### config.mk
export PLATFORM = sky130hd
export DESIGN_NAME = fifo_reader
export DESIGN_NICKNAME = d
export VERILOG_FILES = /design/src/rtl/fifo_pkg.sv /design/src/rtl/fifo_reader.sv
export SDC_FILE = /design/constraint.sdc
export NUM_CORES = 1
export LEC_CHECK = 0
export CELL_PAD_IN_SITES_DETAIL_PLACEMENT = 0
export CELL_PAD_IN_SITES_GLOBAL_PLACEMENT = 1
export CORE_ASPECT_RATIO = 1.1
export CORE_UTILIZATION = 37
export CTS_CLUSTER_SIZE = 12
export DETAILED_ROUTE_END_ITERATION = 7
export PLACE_DENSITY_LB_ADDON = 0.3
export REMOVE_ABC_BUFFERS = 1
export SLEW_MARGIN = 10
export SYNTH_ARGS = -nofsm -noshare
export SYNTH_HDL_FRONTEND = slang
export SYNTH_SLANG_ARGS = --single-unit
### constraint.sdc
create_clock -name clk -period 3.45 [get_ports clk]
set_input_delay 0.69 -clock clk [delete_from_list [all_inputs] [get_ports clk]]
set_output_delay 0.69 -clock clk [all_outputs]
set_load 0.01 [all_outputs]
### src/rtl/fifo_pkg.sv
// fifo_pkg: shared constants and state encodings for the FIFO family.
package fifo_pkg;
  localparam int BYTE_W = 8;
  typedef enum logic {IDLE, SEND} rd_state_e;
endpackage

### src/rtl/fifo_reader.sv
// fifo_reader: pops FWFT FIFO words and streams them out LSB byte first over valid/ready.
module fifo_reader
  import fifo_pkg::*;
#(
  parameter int B     = 32,
  parameter int CNT_W = 16
) (
  input  logic             clk,
  input  logic             reset,
  input  logic             empty,
  output logic             rd,
  input  logic [B-1:0]     rd_data,
  output logic [7:0]       m_data,
  output logic             m_valid,
  input  logic             m_ready,
  output logic             busy,
  output logic [CNT_W-1:0] word_cnt
);
  localparam int NB = B / BYTE_W;
  localparam int IW = NB > 1 ? $clog2(NB) : 1;
  rd_state_e        state_q, state_d;
  logic [B-1:0]     sr_q, sr_d;
  logic [IW-1:0]    idx_q, idx_d;
  logic [CNT_W-1:0] cnt_q, cnt_d;
  logic             acc, last;
  assign acc  = (state_q == SEND) && m_ready;
  assign last = idx_q == IW'(NB - 1);
  always_ff @(posedge clk) begin
    if (reset) state_q <= IDLE;
    else       state_q <= state_d;
  end
  always_comb begin
    state_d = (state_q == IDLE) ? (empty ? IDLE : SEND)
                                : ((acc && last && empty) ? IDLE : SEND);
  end
  // A pop happens from IDLE or on the last byte, so back-to-back words have no bubble.
  always_comb begin
    rd       = !reset && !empty && (state_q == IDLE || (acc && last));
    m_valid  = state_q == SEND;
    busy     = state_q == SEND;
    m_data   = sr_q[BYTE_W-1:0];
    word_cnt = cnt_q;
  end
  always_comb begin
    sr_d  = rd ? rd_data : (acc ? sr_q >> BYTE_W : sr_q);
    idx_d = rd ? '0 : (acc ? idx_q + 1'b1 : idx_q);
    cnt_d = cnt_q + CNT_W'(acc && last);
  end
  always_ff @(posedge clk) begin
    if (reset) begin
      sr_q  <= '0;
      idx_q <= '0;
      cnt_q <= '0;
    end else begin
      sr_q  <= sr_d;
      idx_q <= idx_d;
      cnt_q <= cnt_d;
    end
  end
endmodule

After elaboration in Yosys (flattened, before gate mapping)
Index checks and enable logic that the tools add are counted.

word-level totals
  logic and storage cells = 23
  input port bits = 36
  register bits after elaboration = 51

operators by class
  bitwise operators = 1
  reduce and logical (&&, ||, !) cells = 10
  equality and inequality tests = 1
  muxes and demuxes = 5
  add/sub/neg operators = 2

operators with widths
  operator                                     number
  two-way mux 32 bit                           2
  adder 16 x 1 -> 16 bit                       1
  logical AND 1 bit                            5
  two-way mux 1 bit                            3
  adder 2 x 1 -> 2 bit, second input constant  1
  == test 2 bit, second input constant         1
  zero test 1 bit                              2
  nonzero test 2 bit                           1
  OR reduction 2 bit                           1
  logical OR 1 bit                             1
  inverter 1 bit                               1

Logic depth before layout (Yosys ltp)
Gate-level depths: netlist of the first run.

  depth in word-level cells = 5
  mapped depth = 8
  gate-level depth less buffers = 7

Worst setup path before layout of the first run
OpenSTA, ideal clock, no wires.

  kind = input to register
  from = input m_ready
  to = register cnt_q[14], in the netlist word_cnt[14]
  library setup time = 121 ps
  cell stages on the path = 8
  data required time = 3329 ps
  setup slack = 834 ps
  arrival time = 2495 ps
  path through = buf_2 -> clkbuf_1 -> and3_1 -> ha_1 -> ha_1 -> nand4_2 -> nor4_1 -> mux2_2

between the ends
  cells in the longest elaborated chain, start to end = 3

ends and longest elaborated chain
  what                    line               RTL
  start: declaration      fifo_reader.sv:15  input logic m_ready,
  logical AND 1 bit       fifo_reader.sv:26  assign acc = (state_q == SEND) && m_ready;
  logical AND 1 bit       fifo_reader.sv:47  cnt_d = cnt_q + CNT_W'(acc && last);
  adder 16 x 1 -> 16 bit  fifo_reader.sv:47
  end signal: assignment  fifo_reader.sv:57  cnt_q <= cnt_d;
  end: declaration        fifo_reader.sv:24  logic [CNT_W-1:0] cnt_q, cnt_d;

No other way between the ends.
A chain may end at the register's enable or synchronous reset.

Final worst setup path of the first run
  from = input m_ready
  to = output rd

between the ends
  cells in the longest elaborated chain, start to end = 4

ends and longest elaborated chain
  what               line               RTL
  logical AND 1 bit  fifo_reader.sv:26
  logical AND 1 bit  fifo_reader.sv:38  rd = !reset && !empty && (state_q == IDLE || (acc && last));
  logical OR 1 bit   fifo_reader.sv:38
  logical AND 1 bit  fifo_reader.sv:38
  end: declaration   fifo_reader.sv:11  output logic rd,

No other way between the ends.

==> results of run 1 <==
## Yosys cell counts, types with 6 or more instances
cell type	instances
a21oi_1	15
a311oi_2	20
buf_2	10
buf_4	11
clkbuf_1	10
dfxtp_1	51
nand2_1	27
nand3_1	36
nor2_1	9
nor2b_1	6
nor3_1	26
o211ai_1	8
## power by group through the flow
stage,logic [uW],clock network [uW],registers (uW)
after CTS,180,352,627
final,179,339,628
after detailed placement,179,0,641
after floorplan,70.5,0,644
after global routing,195,378,631
after global placement,180,0,641
## per-layer routing
metal,GRT usage (%),vias to the layer above,part of all wire (%)
met5,0,-,0
met3,4.08,11,4.5
met4,7.47,0,1.9
met2,29.5,59,48
met1,22.7,1068,46
li1,-,1126,-
## worst max path at each step
| stage | startpoint | to | slack (ns) | depth (start not counted) |
|---|---|---|---|---|
| after floorplan | busy | word_cnt[14] | 1.06 | 6 |
| final | m_ready | rd | 0.43 | 5 |
| after detailed placement | m_ready | rd | 0.42 | 5 |
| after global routing | m_ready | rd | 0.34 | 5 |
| after global placement | m_ready | rd | 0.43 | 5 |
| after CTS | m_ready | rd | 0.41 | 5 |
## flip-flops by register name, summed over array words and instances, names as in the netlist
register and flops:
idx_q 2, busy 1, sr_q 32, word_cnt 16
## final cells by class
cell class | instances | area (sq um) | area share (%)
tap | 82 | 103 | 3.17
sequential | 51 | 1020 | 31.5
timing repair buffer | 72 | 691 | 21.3
inverter | 6 | 22.5 | 0.695
clock inverter | 3 | 15.0 | 0.463
multi-input combinational | 193 | 1320 | 40.7
clock buffer | 5 | 68.8 | 2.12
## through the flow
step	power, uW	instances
2_1_floorplan	715	250
3_3_place_gp	821	404
3_5_place_dp	820	404
4_1_cts	1160	412
5_1_grt	1200	412
6_report	1150	412
## kinds of logic (layout without fill, tap and decap cells)
family                   Yosys count  count (layout)  synth area share, %
AND/OR/NAND/NOR                  124             124                 25.0
multiplexers                       6               6                 2.59
flip-flops                        51              51                 39.9
AO/OA/AOI/OAI                     55              55                 20.7
XOR/XNOR                           4               4                 1.37
buffers and inverters             40              86                 8.55
adder cells (fa/ha/maj)            4               4                 1.96
## cell usage in the layout, fill, tap and decap left out, types with 3 or more instances in the layout
| master | netlist | final |
|---|---|---|
| nand2_1 | 27 | 27 |
| clkdlybuf4s50_1 | 0 | 61 |
| ha_1 | 4 | 4 |
| o211ai_1 | 8 | 8 |
| o31ai_1 | 3 | 3 |
| a311oi_2 | 20 | 20 |
| nor3_1 | 26 | 26 |
| clkbuf_8 | 0 | 5 |
| a311oi_1 | 4 | 4 |
| o21ai_0 | 3 | 3 |
| inv_1 | 5 | 5 |
| nor2b_1 | 6 | 6 |
| nand3_1 | 36 | 36 |
| or3_1 | 3 | 3 |
| mux2_2 | 5 | 5 |
| nor4_1 | 5 | 5 |
| xor2_1 | 3 | 3 |
| or4_1 | 3 | 3 |
| buf_4 | 11 | 10 |
| nor2_1 | 9 | 9 |
| clkinv_2 | 0 | 3 |
| dfxtp_1 | 51 | 51 |
| a21oi_1 | 15 | 15 |
| nand4_2 | 3 | 3 |
## worst max-delay path, cell delays in order
cell and delay [ns]:
clkdlybuf4s50_1 0.61, a21bo_1 0.35, nand2_4 0.07, inv_2 0.08, clkdlybuf4s50_1 0.53
==> results.cfg, run 1 <==
[outcome]
outcome = finished clean

[sta]
layout_min_cycle_time_ns = 3.02
rsz0062_at_grt = false
maxSlewHeadroom_pct = 52.7
layout_worst_path_cycle_share_pct = 87.6
tightest_slew_ns = 0.710
hold_viol = 0
finalSetupViolations = 0
setup_tns_ns = 0
setup_ws_ns = 0.429
slew_violations = 0
skew_ns = 0.00647
hold-worst-slack_ns = 0.499
clock.fmax_mhz = 331

[worst_setup_path]
r2r-start = busy
worstSetupPathType = input port to output pin
rrSetupSlack_ns = 1.21
rr_worst_depth = 6
endpoint_kind = output pin
critPathLaunchType = input port
crit_required_ns = 2.76
cp_max_fo = 10
arrival_ns = 2.33
rr_endpoint = word_cnt[14]

[yosys]
avgSynthCellArea_sq_um = 9.01
ys.flop_type = dfxtp_1
syn_inst = 284
yosysWarningCount = 0
async_flop_share_pct = 0
synth_area_sq_um = 2560
synth_edf_count = 0
synth.area.top_cells = dfxtp_1, a311oi_2, nand3_1
seq_area_frac_synth_pct = 39.9
synth_seq_cells = 51
synth_largest_area_cell = dfxtp_1
yosysTopAreaCellShare_pct = 39.9
ys_types = 36

[route]
routedWlPerCell_microns = 14.4
drtAntennaViolNets = 0
drc = 0
first_pass_iters = 4
routed_wl_mm = 5.95
drt-initial-drc-count = 111
vias = 2264
viasPerCell = 5.50

[cts]
clock_path_buffers = 2
cts_resized = 0
numCtsBuffers = 5
clock_latency_ns = 0.31
cts_max_level = 2
ctsRootBufferMaster = clkbuf_8
hold_buffers = 0
clk_pin_slew_ns = 0.09
post_cts_buffers = 0
clock_sinks = 51
cts_tree = done

[worst_hold_path]
hp-class = register to register
min_to = sr_q[17]
worstHoldPathCells = 2
hp-start = sr_q[17]

[finish]
final_nets = 369
antenna_cells = 0
drive_gt1_share_pct = 15.8
utilization_pct = 48.9
fin_area_sq_um = 3240
syn2layout_area_growth_pct = 26.6
fillerInstances = 646

[placed_design]
placed_area_sq_um = 3160
io_buffers = 62
post-dp-hpwl_mm = 3.99
gp_congestion = 0.744
pre_cts_slack_ns = 0.419

[die]
ioPinCount = 63
fp.dieH_microns = 89.2
core_area_sq_um = 6630
die_w_microns = 81.3
rows = 31
start_util_pct = 38.6
die_area_sq_um = 7260

[power_and_ir_drop]
swShare_pct = 26.6
p_leak_uw = 0.00108
max-vdd-ir-drop_mv = 0.186
seq_power_share_pct = 54.8
clkPwrFrac_pct = 29.6
powerDensity_nw_per_um2 = 353
p_int_uw = 841
power_frac_comb_pct = 15.6
power.switching_uw = 304

[grt]
grt-ovfl-total = 0
gr-usage-all-layers_pct = 18.0
antenna_found_initial = 0
grt_pass1_vias = 2152
grt_max_degree = 58
grt_pass1_wl_mm = 10.0

[run]
cap_viol_max_count = 0
(Power assumes the default switching activity.)
==> run 2, diff against run 1 <==
GPL_ROUTABILITY_DRIVEN = 0   (was default)
==> results of run 2 <==
Same layout as run 1: the final DEF is identical, and so are final timing and power.
